**config.mk**
```make
export PLATFORM = sky130hd
export DESIGN_NAME = lfsr_seg_display
export DESIGN_NICKNAME = d
export VERILOG_FILES = /design/src/rtl/seg_pkg.sv /design/src/rtl/tick_sync_edge.sv /design/src/rtl/lfsr_seg_display.sv
export SDC_FILE = /design/constraint.sdc
export NUM_CORES = 1
export LEC_CHECK = 0
export ABC_AREA = 1
export BUFFER_PORTS_ARGS = -buffer_cell sky130_fd_sc_hd__clkbuf_2
export CORE_ASPECT_RATIO = 1.75
export CORE_MARGIN = 2
export CORE_UTILIZATION = 35
export DETAILED_ROUTE_END_ITERATION = 8
export SLEW_MARGIN = 20
export SYNTH_ARGS = -nofsm -noshare
export SYNTH_HDL_FRONTEND = slang
export SYNTH_SLANG_ARGS = --single-unit
```
**constraint.sdc**
```tcl
create_clock -name clk_in -period 3.8 [get_ports clk_in]
set_input_delay 0.19 -clock clk_in [delete_from_list [all_inputs] [get_ports clk_in]]
set_output_delay 0.19 -clock clk_in [all_outputs]
set_load 0.02 [all_outputs]
```
**src/rtl/seg_pkg.sv**
```systemverilog
// Shared constants and helpers for the seven-segment display path:
// digit count, blank pattern, hex-to-segment table and anode one-hot helper.
package seg_pkg;

    localparam int         DIGITS    = 4;
    localparam logic [6:0] SEG_BLANK = 7'h7F;

    // Active-low segment codes, bit order {g,f,e,d,c,b,a}
    localparam logic [6:0] HEX7_TABLE [0:15] = '{
        7'b1000000,  // 0
        7'b1111001,  // 1
        7'b0100100,  // 2
        7'b0110000,  // 3
        7'b0011001,  // 4
        7'b0010010,  // 5
        7'b0000010,  // 6
        7'b1111000,  // 7
        7'b0000000,  // 8
        7'b0010000,  // 9
        7'b0001000,  // A
        7'b0000011,  // b
        7'b1000110,  // C
        7'b0100001,  // d
        7'b0000110,  // E
        7'b0001110   // F
    };

    function automatic logic [6:0] hex7(input logic [3:0] value);
        return HEX7_TABLE[value];
    endfunction

    // Active-low one-hot anode select for digit idx
    function automatic logic [DIGITS-1:0] anode_onehot_n(input logic [1:0] idx);
        return ~(DIGITS'(1) << idx);
    endfunction

endpackage

```
**src/rtl/tick_sync_edge.sv**
```systemverilog
// Two-flop synchroniser plus rising-edge detector for a slow asynchronous
// level. After reset the detector only arms once the synchronised input has
// been seen low, so a level that is already high at reset release is not
// mistaken for a fresh rising edge.
module tick_sync_edge (
    input  logic clk_in,
    input  logic reset,
    input  logic async_in,
    output logic rise_pulse
);

    logic r_sync1;
    logic r_sync2;
    logic r_dly;
    logic r_fill1;
    logic r_fill2;
    logic r_armed;

    // Synchroniser chain and the delay flop used for edge detection
    always_ff @(posedge clk_in or posedge reset) begin
        if (reset) begin
            r_sync1 <= 1'b0;
            r_sync2 <= 1'b0;
            r_dly   <= 1'b0;
        end else begin
            r_sync1 <= async_in;
            r_sync2 <= r_sync1;
            r_dly   <= r_sync2;
        end
    end

    // Arm only after r_sync2 holds a real sample of the input and it is low
    always_ff @(posedge clk_in or posedge reset) begin
        if (reset) begin
            r_fill1 <= 1'b0;
            r_fill2 <= 1'b0;
            r_armed <= 1'b0;
        end else begin
            r_fill1 <= 1'b1;
            r_fill2 <= r_fill1;
            if (r_fill2 && !r_sync2) begin
                r_armed <= 1'b1;
            end
        end
    end

    assign rise_pulse = r_sync2 & ~r_dly & r_armed;

endmodule

```
**src/rtl/lfsr_seg_display.sv**
```systemverilog
// Display stage for the LFSR generator: captures the LFSR state on each
// divided-clock tick into a four-deep history and scans it onto a 4-digit
// common-anode seven-segment display, newest value on digit 0.
module lfsr_seg_display
    import seg_pkg::*;
#(
    parameter int REFRESH_DIV = 2**17
) (
    input  logic        clk_in,
    input  logic        reset,
    input  logic        tick_in,
    input  logic [3:0]  state_in,
    input  logic        hold,
    output logic [6:0]  seg_n,
    output logic        dp_n,
    output logic [3:0]  an_n,
    output logic [7:0]  sample_cnt
);

    localparam int                RCNT_W    = (REFRESH_DIV > 1) ? $clog2(REFRESH_DIV) : 1;
    localparam logic [RCNT_W-1:0] RCNT_LAST = RCNT_W'(REFRESH_DIV - 1);

    logic              w_cap;
    logic              w_accept;
    logic              w_rcnt_tc;

    logic [3:0]        r_hist [DIGITS];
    logic [DIGITS-1:0] r_vld;
    logic [7:0]        r_sample_cnt;
    logic [RCNT_W-1:0] r_rcnt;
    logic [1:0]        r_idx;
    logic [6:0]        r_seg_n;
    logic              r_dp_n;
    logic [3:0]        r_an_n;

    tick_sync_edge u_tick_sync (
        .clk_in     (clk_in),
        .reset      (reset),
        .async_in   (tick_in),
        .rise_pulse (w_cap)
    );

    assign w_accept  = w_cap & ~hold;
    assign w_rcnt_tc = (r_rcnt == RCNT_LAST);

    // History and valid shift register plus accepted-capture counter
    always_ff @(posedge clk_in or posedge reset) begin
        if (reset) begin
            r_hist       <= '{default: '0};
            r_vld        <= '0;
            r_sample_cnt <= '0;
        end else if (w_accept) begin
            for (int i = DIGITS - 1; i > 0; i--) begin
                r_hist[i] <= r_hist[i-1];
            end
            r_hist[0]    <= state_in;
            r_vld        <= {r_vld[DIGITS-2:0], 1'b1};
            r_sample_cnt <= r_sample_cnt + 8'd1;
        end
    end

    // Refresh divider; each terminal count steps to the next digit slot
    always_ff @(posedge clk_in or posedge reset) begin
        if (reset) begin
            r_rcnt <= '0;
            r_idx  <= '0;
        end else if (w_rcnt_tc) begin
            r_rcnt <= '0;
            r_idx  <= r_idx + 2'd1;
        end else begin
            r_rcnt <= r_rcnt + RCNT_W'(1);
        end
    end

    // Anode and segments registered together so they switch on the same edge
    always_ff @(posedge clk_in or posedge reset) begin
        if (reset) begin
            r_an_n  <= '1;
            r_seg_n <= SEG_BLANK;
            r_dp_n  <= 1'b1;
        end else begin
            r_an_n  <= anode_onehot_n(r_idx);
            r_seg_n <= r_vld[r_idx] ? hex7(r_hist[r_idx]) : SEG_BLANK;
            r_dp_n  <= ~((r_idx == 2'd0) & r_vld[0]);
        end
    end

    assign seg_n      = r_seg_n;
    assign dp_n       = r_dp_n;
    assign an_n       = r_an_n;
    assign sample_cnt = r_sample_cnt;

endmodule

```
# Word-level counts from Yosys, hierarchy flattened
# Memory sizes are Yosys's and may differ from the RTL's.
# Cells that the tools add are included.
# totals
register_bits	65
in_bits	8
output_inout_bits	20
memories	1
latch_bits	0
rom_bits	112
word_cells	48
ramBits	0
# memory_table
name	depth	width	rd	rd_ports_with_merged_regs	write_ports	line_no	rtl
(no name shown)	16	7	1	0	0	seg_pkg.sv:29	return HEX7_TABLE[value];
# op_classes
reduce_logical	3
muxes	9
multipliers	0
bitwise_logic	10
div	0
order_cmp	3
addsub	3
n_shift	1
eq_ne	1
# ops
operator	n
$mux 7	3
$add 17x1->17 const B	1
$eq 17x17->1 const B	1
$mux 17	1
$add 8x1->8 const B	1
$bmux 4 s2	1
$mux 4	2
$ge 5x5->1 const B	1
$not 4->5	1
$and 1x1->1	4
$not 4->4	1
$shl 1x2->4 const A	1
$ge 3x3->1 const B	1
$lt 2x3->1 const B	1
$not 1->1	3
$not 2->3	1
$add 2x1->2 const B	1
$bmux 1 s2	1
$logic_not 2->1	1
$logic_and 1x1->1	1
$logic_not 1->1	1
$mux 1	1

# Depth between registers and ports, before layout
# Gate-level depths: netlist (run 1).
# depth
ltp_word	9
depth_mapped	13
depth_no_buf	11

# Modules after synthesis
# From an unflattened synthesis (run 1), not the netlist that was laid out.
# unflattened
cells_unflattened	364
hier_area_um2	3090.5
# modules_own_cells
module	n_inst	area_each_um2	cells_per_inst	seq_area_each_um2
lfsr_seg_display	1	2907.8	350	1491.4
tick_sync_edge	1	182.7	14	150.1

# Worst setup path before layout (run 1)
# No wires, ideal clock.
# synth_path
kind	register -> register
start	reg r_rcnt[0]
end	reg r_rcnt[7]
arrival_ns	1.829
slack_ns	1.850
synth_period_minus_slack_ns	1.950
n_path_buf	2
path_stages_with_launch	14
setup_time_ns	0.121
required_time_ns	3.679
path_cell_list	dfrtp_1 -> ha_1 -> nand2_1 -> nor2_1 -> nand2_1 -> nor2_1 -> nand4_1 -> nor2_1 -> ha_1 -> clkbuf_1 -> inv_1 -> buf_2 -> o21ai_0 -> nor2_1
# synth_via
elab_chain_cells	2
word_cells_on_any_way	3
classes_between	1 x add/sub; 1 x eq/ne; 1 x mux
# synth_lines
element	line_no	rtl
start: declaration	lfsr_seg_display.sv:30	logic [RCNT_W-1:0] r_rcnt;
start signal: assignment	lfsr_seg_display.sv:71	r_rcnt <= r_rcnt + RCNT_W'(1);
$add 17x1->17 or $eq 17x17->1 (tied branches)	lfsr_seg_display.sv:71, lfsr_seg_display.sv:44	
$mux 17 *	lfsr_seg_display.sv:67	end else if (w_rcnt_tc) begin
# Every way passes the cells marked *; elsewhere a longest branch is shown, timed or not.
# A chain may end at the register's enable or synchronous reset.

# Worst setup path in the final report (run 1)
# layout_path
start	reg r_rcnt[0]
end	reg r_rcnt[10]
# The elaborated chain is that of the path after synthesis.

==> results.toml, run 1 <==
[outcome]
status = "finished, violations left"
failed_checks = "hold timing"

[synth]
synth_fp_nets = 386
synth.top_cell.area_share = 0.430
synth-compound-area-share = 0.0487
synth_cell_type_count = 29
yosys-top-cells-area = "dfrtp_1 43%, nand2_1 16%, dfstp_2 10%"
yosys.area.top_type = "dfrtp_1"
synth_mux_area_frac = 0
synth-xor-area-share = 0.0170
yosysSeqAreaShare = 0.532
ys_ff_latch = 65
synth_top_family_by_area = "simple AND/OR/NAND/NOR gates"
synthSimpleGateAreaFrac = 0.285
synth_fa_ha_area_frac = 0.0528
yosysWarningCount = 0
syn_inst = 365
avgSynthCellArea_um2 = 8.45
syn_area_um2 = 3080

[cts]
clock-sinks = 65
clkLatencyLatePin_ns = 0.33
cts_max_path_buffers = 2
cts_root_buffer = "clkbuf_16"
clkSlewWorstSetupHoldPaths_ns = 0.05
cts_buffers = 9
post_cts_buffers = 0
cts_tree = "done"
htreeDepth = 3

[worst_setup_path]
cp_max_fo = 12
slowest_delay_ns = 0.37
cpMaxStageDelayCell = "dfrtp_1"
path_class = "flop to flop"
cp_common_cell = "nor2_1"
required_ns = 4.01
cp.arrival_ns = 2.40
critical_path.cell_chain = "ha_1 -> nand2_1 -> nor2_1 -> nand2_1 -> nor2_1 -> nand4_1 -> nor2_1 -> ha_1 -> inv_1 -> o21ai_0 -> a21oi_1"
end_kind = "flop"
worstSetupStartpointType = "flop"

[finish]
seq_area_um2 = 1640
num_antenna_cells = 0
fin_util = 0.425
drive_gt1_frac = 0.169
nFillCells = 870
nNetsFinal = 419
syn_to_final_growth_pct = 18.6
mostFrequentLayoutCells = "129 x nand2_1, 53 x dfrtp_1, 36 x inv_1"
multi_input_area_um2 = 1250
layout_commonest_cell = "nand2_1"

[drt]
firstDrtPassIters = 4
via_per_inst = 4.54
drt_iter0_markers = 104
avgRoutedWirePerCell_um = 11.3
drc = 0
drt_wl_total_mm = 5.86
final_antenna_net_count = 0
vias = 2361

[sta]
hold_viol_final = 27
worst_pin_slew_ns = 0.748
fin_ws_ns = 1.61
min_period_ns = 2.19
setup_violations = 0
fin_crit_sh = 0.577
fmax_ghz = 0.456
finalHoldWorstSlack_ns = -0.0138
fin_setup_tns_ns = 0
slew_headroom = 0.500
finClkSkew_ns = 0.00828
grt_setup_unrepaired = "false"
slew_violations = 0

[placement]
dp_hpwl_mm = 4.17
gp_congestion = 0.896
dp_slack_ns = 1.61
io_buffers = 27

[power]
combPwrFrac = 0.159
switchingPower_w = 0.000563
ir_drop_v = 0.000236
swShare = 0.274
leakage_nw = 1.85
seqPwrFrac = 0.422
power_density_nw_per_um2 = 562
p_int_w = 0.00149
clkPwrFrac = 0.419
power_w = 0.00206

[run]
maxCapViolations = 0

[die]
io_pins = 28
start_util = 0.358
die_area_um2 = 9600
num_rows = 45
fp.dieW_um = 74.9
fp.dieH_um = 128
core_um2 = 8610

[global_routing]
grtUsageTotal = 0.143
antenna_found_initial = 0
grt_pass1_vias = 2434
grt_pass1_wl_mm = 10.6
grt_max_degree = 37
grt_overflow = 0

[min_path]
min_path_type = "primary input to asynchronous set/reset pin"
[layer usage]
metal,up-vias,track usage,share of wire
met5,-,0,0
met4,0,0.0620,0.021
met3,12,0.0425,0.030
met2,33,0.247,0.54
met1,1116,0.156,0.41
li1,1200,-,-
[stage by stage]
stage | cell area [um2] | std cells
after CTS | 3660 | 520
after global routing | 3660 | 520
after detailed placement | 3330 | 503
after floorplan | 3080 | 365
after global placement | 3330 | 503
final | 3660 | 520
[sequential cells by signal, indices dropped and copies added (netlist names)]
signal / flops
u_tick_sync.r_sync2: 1
dp_n: 1
u_tick_sync.r_fill2: 1
u_tick_sync.r_sync1: 1
u_tick_sync.r_fill1: 1
u_tick_sync.r_armed: 1
sample_cnt: 8
u_tick_sync.r_dly: 1
an_n: 4
r_hist: 16
r_vld: 4
seg_n: 7
r_rcnt: 17
r_idx: 2
[final cells by class]
type | instances | area share
sequential | 65 | 0.449
inverter | 41 | 0.0428
clock inverter | 5 | 0.0219
multi-input combinational | 252 | 0.341
tap | 117 | 0.0400
timing repair buffer | 29 | 0.0417
clock buffer | 11 | 0.0636
[repair_timing]
action / CTS / global route
endpoints found under the hold margin: 1 / 0
resized for setup: 0 / 0
hold buffers: 1 / 0
[cells by family after synthesis]
family,after synthesis
other,1
adders and majority gates,13
AOI/OAI and AO/OA,29
xor gates and xnor gates,6
DFF,65
buffers and inverters,48
and+or+nand+nor,203
[worst paths after layout]
| check | start | to | slack [ns] | depth (start not counted) |
|---|---|---|---|---|
| min in group clk_in | state_in[3] | r_hist[15] | 0.07 | 3 |
| max in group asynchronous | reset | an_n[0] | 2.91 | 3 |
| setup / recovery | r_rcnt[0] | r_rcnt[10] | 1.61 | 11 |
| hold / removal | reset | u_tick_sync.r_sync1 | -0.01 | 2 |
| setup reg to reg | r_rcnt[0] | r_rcnt[10] | 1.61 | 11 |
| hold reg to reg | u_tick_sync.r_fill1 | u_tick_sync.r_fill2 | 0.35 | 0 |
[synthesized netlist by cell type (all sizes together)]
cell type and instances:
xnor2 3, and2 1, nor3 2, o211ai 1, nand3 31, buf 4, dfstp 12, inv 41
conb 1, dfrtp 53, xor2 3, ha 13, nand4 3, a21oi 7, nor2 34, nand2 132
o21ai 19, a31oi 2, clkbuf 3
[power groups by stage]
stage / clock network, W / logic, W / registers, W
5_1_grt: 0.000912 / 0.000373 / 0.000882
4_1_cts: 0.000883 / 0.000333 / 0.000868
2_1_floorplan: 0 / 0.000183 / 0.000928
6_report: 0.000861 / 0.000328 / 0.000867
3_3_place_gp: 0 / 0.000323 / 0.000876
3_5_place_dp: 0 / 0.000329 / 0.000879
[critical path: cells and delay by family (launching register included)]
kind / cells / cell delay [ns]
flip-flops: 1 / 0.37
buffers and inverters: 1 / 0.24
AND/OR/NAND/NOR: 6 / 0.75
adder cells (fa/ha/maj): 2 / 0.52
AO/OA/AOI/OAI: 2 / 0.20
Note: power is estimated with default switching activity, not from simulation.
==> run 2: changes to the inputs <==
--- a/config.mk
+++ b/config.mk
@@ -5,7 +5,7 @@
 export SDC_FILE = /design/constraint.sdc
 export NUM_CORES = 1
 export LEC_CHECK = 0
-export ABC_AREA = 1
+export ABC_AREA = 0
 export BUFFER_PORTS_ARGS = -buffer_cell sky130_fd_sc_hd__clkbuf_2
 export CORE_ASPECT_RATIO = 1.75
 export CORE_MARGIN = 2
==> constraint.sdc (replaced) <==
create_clock -name clk_in -period 2.2 [get_ports clk_in]
set_input_delay 0.11 -clock clk_in [delete_from_list [all_inputs] [get_ports clk_in]]
set_output_delay 0.11 -clock clk_in [all_outputs]
set_load 0.02 [all_outputs]
==> run 2 against run 1 <==
  * The flow now finishes without violations
  * Total power grew 77%
  * Sequential share of layout area grew 1.9 points
  * Cell count shrank 30%
  * Sequential power grew 83%
  * Design area shrank 4.0%
  * Flip-flop and latch count is the same
  * Via count shrank 23%
  * Die area shrank 5.1%
  * Synthesized cell count shrank 37%
  * Routed wire length shrank 14%
  * Critical endpoint is now r_rcnt[14]
  * Largest power group unchanged
  * Highest routed layer unchanged
==> results.toml, run 2 <==
[sta]
setup_violations = 0
finClkSkew_ns = 0.00841
slew_headroom = 0.644
fin_ws_ns = 0.206
worst_pin_slew_ns = 0.533
fin_setup_tns_ns = 0
hold_viol_final = 0
slew_violations = 0
grt_setup_unrepaired = "false"
fin_crit_sh = 0.906
min_period_ns = 1.99
fmax_ghz = 0.502

[cts]
cts_root_buffer = "clkbuf_16"
cts_tree = "done"
clkLatencyLatePin_ns = 0.33
cts_buffers = 9
post_cts_resized = 0
clock-sinks = 65
cts_max_path_buffers = 2
htreeDepth = 3
clkSlewWorstSetupHoldPaths_ns = 0.05

[finish]
regMostFlops = "r_rcnt"
layout_commonest_cell = "dfrtp_1"
fin_util = 0.428
nNetsFinal = 289
syn_to_final_growth_pct = 20.3
num_antenna_cells = 0
fin_area_um2 = 3510
drive_gt1_frac = 0.341
nFillCells = 778
largest_reg_flops = 17
mostFrequentLayoutCells = "53 x dfrtp_1, 27 x clkbuf_2, 22 x mux2_2"

[min_path]
hold_path_depth = 2
min_path_type = "primary input to flop"
hold_end = "r_hist[15]"
min_from = "state_in[3]"

[synth]
syn_area_um2 = 2920
ys_ff_latch = 65
avgSynthCellArea_um2 = 12.6
yosys_most_used_dff = "dfrtp_1"
synth-edff-count = 0
synth_fp_nets = 252
yosys-top-cells-area = "dfrtp_1 45%, dfstp_2 11%, mux2_2 8.5%"
yosysWarningCount = 0
yosys.area.top_type = "dfrtp_1"
synth.top_cells.by_count = "53 x dfrtp_1, 22 x mux2_2, 17 x nor2_1"
synth.top_cell.area_share = 0.454
syn_inst = 231
synth_cell_type_count = 42
synth.most_common_cell = "dfrtp_1"
yosysSeqAreaShare = 0.562
postSynth.asyncResetShare = 1.00

[die]
fp.dieH_um = 125
core_um2 = 8200
die_area_um2 = 9120
num_rows = 44
start_util = 0.356
fp.dieW_um = 73.0
io_pins = 28

[worst_setup_path]
r2r_slack_ns = 0.21
r2r-start = "r_rcnt[0]"
required_ns = 2.46
rr_endpoint = "r_rcnt[14]"
path_class = "flop to flop"
end_kind = "flop"
r2r_cells = 6
cp.arrival_ns = 2.25
worstSetupStartpointType = "flop"
cp_max_fo = 6

[global_routing]
grtUsageTotal = 0.125
grt_max_degree = 43
grt_overflow = 0
grt_pass1_wl_mm = 8.66
grt_pass1_vias = 1904
antenna_found_initial = 0

[outcome]
status = "finished clean"

[drt]
drc = 0
firstDrtPassIters = 4
drt_iter0_markers = 98
vias = 1814
final_antenna_net_count = 0
via_per_inst = 4.97
drt_wl_total_mm = 5.03
avgRoutedWirePerCell_um = 13.8

[placement]
gp_congestion = 0.866
dp_hpwl_mm = 3.54
dpl_cell_area_um2 = 3190
dp_slack_ns = 0.199
io_buffers = 27

[power]
leakage_nw = 1.60
power_w = 0.00364
ir_drop_v = 0.000530
power_density_nw_per_um2 = 1040

[run]
maxCapViolations = 0
[run 2: worst max-delay path, cell delays in order, from the launching register on]
cell and delay [ns]:
dfrtp_1 0.40, ha_1 0.25, and4_1 0.27, and4_1 0.23
ha_1 0.20, or4_1 0.49, nand2_1 0.08
[run 2: repair_timing]
item,in CTS,in global routing
endpoints found under the hold margin,17,0
setup buffers,0,0
hold buffers,2,0
[run 2: where the power goes]
part | leakage (nW) | internal (W) | switching (W) | total, W
Combinational | 0.672 | 0.000296 | 0.000330 | 0.000626
Sequential | 0.778 | 0.00144 | 0.000146 | 0.00159
Clock | 0.153 | 0.000910 | 0.000515 | 0.00142
Total | 1.60 | 0.00265 | 0.000990 | 0.00364
[run 2: layer usage]
layer	up-vias	share of wire	GRT usage
li1	874	-	-
met1	900	0.39	0.133
met2	26	0.55	0.210
met3	14	0.027	0.0437
met4	0	0.029	0.0643
met5	-	0	0
[run 2: layout make-up]
cell class                 instances  area, um2  area share
tap                               92        115      0.0328
clock inverter                     6       66.3      0.0189
timing repair buffer              34        205      0.0584
sequential                        65       1640       0.468
inverter                          16       60.1      0.0171
multi-input combinational        142       1180       0.337
clock buffer                      10        239      0.0681
[run 2: cell families (layout without fill, tap and decap cells)]
kind of cell             after synthesis  after routing  synth area share
flip-flops                            65             65             0.562
AND/OR/NAND/NOR                       63             63             0.116
multiplexers                          28             28             0.129
buffers and inverters                 24             66            0.0373
AO/OA/AOI/OAI                         19             19            0.0441
XOR/XNOR                              18             18            0.0540
adder cells (fa/ha/maj)               13             13            0.0557
other                                  1              1           0.00128
[run 2: worst max-delay path by stage]
stage	slack, ns	startpoint	endpoint
2_1_floorplan	0.22	r_rcnt[5]	r_rcnt[10]
3_3_place_gp	0.22	r_idx[0]	seg_n[0]
3_5_place_dp	0.20	r_rcnt[0]	r_rcnt[14]
4_1_cts	0.19	r_rcnt[0]	r_idx[1]
5_1_grt	0.11	r_idx[0]	seg_n[6]
6_report	0.21	r_rcnt[0]	r_rcnt[14]
[run 2: through the flow]
step           hold slack [ns]  instances
6_report                0.0196        365
5_1_grt                 0.0164        365
4_1_cts                0.00939        365
3_5_place_dp             0.174        347
3_3_place_gp             0.169        347
2_1_floorplan            0.141        231
==> run 3: changes to the inputs <==
--- a/config.mk
+++ b/config.mk
@@ -9,8 +9,9 @@
 export BUFFER_PORTS_ARGS = -buffer_cell sky130_fd_sc_hd__clkbuf_2
 export CORE_ASPECT_RATIO = 1.75
 export CORE_MARGIN = 2
-export CORE_UTILIZATION = 35
+export CORE_UTILIZATION = 58
 export DETAILED_ROUTE_END_ITERATION = 8
+export PLACE_DENSITY = 0.78
 export SLEW_MARGIN = 20
 export SYNTH_ARGS = -nofsm -noshare
 export SYNTH_HDL_FRONTEND = slang
==> run 3 against run 2 <==
  * Highest routed layer unchanged
  * Die area fell by 38%
  * Critical endpoint is now seg_n[3]
  * Clock power decreased by 20%
  * Largest power group unchanged
  * Sequential share of layout area is 0.95 points higher
==> results.toml, run 3 (same netlist as run 2, synthesis figures left out) <==
[worst_setup_path]
path_class = "flop to flop"
required_ns = 2.46
end_kind = "flop"
crit_start = "r_idx[1]"
critical_path.cell_chain = "mux4_1 -> inv_1 -> ha_1 -> nor2_1 -> a211oi_1 -> o21ai_0"
slowest_delay_ns = 0.70
cpMaxStageDelayCell = "mux4_1"
r2r-start = "r_idx[1]"
cp_max_fo = 6
cp.arrival_ns = 2.26
worstSetupStartpointType = "flop"

[drt]
avgRoutedWirePerCell_um = 15.0
final_antenna_net_count = 0
vias = 1833
drc = 0
drt_wl_total_mm = 4.99
drt_iter0_markers = 99
via_per_inst = 5.50
firstDrtPassIters = 4

[outcome]
status = "finished clean"

[power]
combPwrFrac = 0.190
power_density_nw_per_um2 = 979
swShare = 0.274
leakage_nw = 1.59
p_int_w = 0.00244
switchingPower_w = 0.000923
ir_drop_v = 0.000829
seqPwrFrac = 0.471
clkPwrFrac = 0.339

[finish]
mostFrequentLayoutCells = "53 x dfrtp_1, 27 x clkbuf_2, 22 x mux2_2"
drive_gt1_frac = 0.341
fin_util = 0.703
stdcell_count = 333
nNetsFinal = 295
largest_reg_flops = 17
layout_commonest_cell = "dfrtp_1"
fin_area_um2 = 3440
regMostFlops = "r_rcnt"
syn_to_final_growth_pct = 17.9
nFillCells = 371
num_antenna_cells = 0

[cts]
post_cts_resized = 0
clock-sinks = 65
clkSlewWorstSetupHoldPaths_ns = 0.06
cts_buffers = 9
clkLatencyLatePin_ns = 0.34
htreeDepth = 3
cts_root_buffer = "clkbuf_8"
cts_tree = "done"
cts_max_path_buffers = 2

[sta]
grt_setup_unrepaired = "false"
fin_crit_sh = 0.912
fmax_ghz = 0.498
setup_violations = 0
hold_viol_final = 0
fin_setup_tns_ns = 0
min_period_ns = 2.01
finClkSkew_ns = 0.0107
slew_violations = 0
finalHoldWorstSlack_ns = 0.0268

[global_routing]
grt_pass1_vias = 1935
grtUsageTotal = 0.201
grt_max_degree = 66
grt_overflow = 0
antenna_found_initial = 0
grt_pass1_wl_mm = 8.47

[die]
fp.dieH_um = 97.8
start_util = 0.597
fp.dieW_um = 57.6
io_pins = 28
die_area_um2 = 5640
core_um2 = 4890
num_rows = 34

[run]
maxCapViolations = 0

[min_path]
min_from = "state_in[2]"
min_path_type = "primary input to flop"

[placement]
dpl_cell_area_um2 = 3160
dpl.cell_count = 312
io_buffers = 27
dp_hpwl_mm = 3.40
gp_congestion = 0.865
-- run 3: cell types whose count changed in the layout (fill, tap and decap cells not counted), moves of 3 or more --
cell / delta
clkbuf_8: +10
buf_4: +3
clkbuf_16: -9
dlygate4sd3_1: +3
-- run 3: worst max-delay path: cells and delay by family (launching register included) --
kind | cells | cell delay, ns
buf+inv | 1 | 0.18
fa+ha+maj | 1 | 0.29
mux | 1 | 0.70
compound gates | 2 | 0.22
flops | 1 | 0.40
simple gates | 1 | 0.13
-- run 3: final timing paths --
| path | endpoint | slack (ns) | cells after the start |
|---|---|---|---|
| worst max-delay path | seg_n[3] | 0.19 | 6 |
| worst min-delay path | r_hist[14] | 0.03 | 2 |
| worst max register to register | seg_n[3] | 0.19 | 6 |
| worst min register to register | u_tick_sync.r_fill2 | 0.35 | 0 |
| max in group asynchronous | an_n[1] | 1.49 | 4 |
| min in group asynchronous | sample_cnt[0] | 0.39 | 4 |
-- run 3: per-stage QoR --
step	power, W	worst slack (ns)
2_1_floorplan	0.00204	0.219
3_3_place_gp	0.00221	0.300
3_5_place_dp	0.00224	0.257
4_1_cts	0.00340	0.187
5_1_grt	0.00353	0.0741
6_report	0.00337	0.194
-- run 3: layer usage --
layer	global-route usage	wire, um	vias up
met2	0.337	2730	34
met4	0.129	144	0
met1	0.218	1960	904
met5	0	0	-
li1	-	-	884
met3	0.0530	148	11
-- run 3: area by class of cell --
cell class | instances | area, um2 | area share
well taps | 54 | 67.6 | 0.0196
multi-input cells | 142 | 1180 | 0.344
inverters | 16 | 60.1 | 0.0175
flip-flops and latches | 65 | 1640 | 0.477
clock inverters | 4 | 75.1 | 0.0218
clock buffers | 12 | 155 | 0.0451
repair buffers | 40 | 258 | 0.0749
-- run 3: power by group through the flow --
stage,Combinational (W),Sequential (W),Clock [W]
floorplan,0.000362,0.00168,0
global placement,0.000612,0.00160,0
detailed placement,0.000630,0.00161,0
CTS,0.000647,0.00159,0.00117
global route,0.000695,0.00162,0.00122
finish,0.000639,0.00159,0.00114
-- run 3: timing repair --
| item | in CTS | in global routing |
|---|---|---|
| hold buffers | 5 | 0 |
| endpoints found under the hold margin | 57 | 0 |
| buffers inserted | 0 | 0 |
| setup endpoints to repair | 0 | 0 |
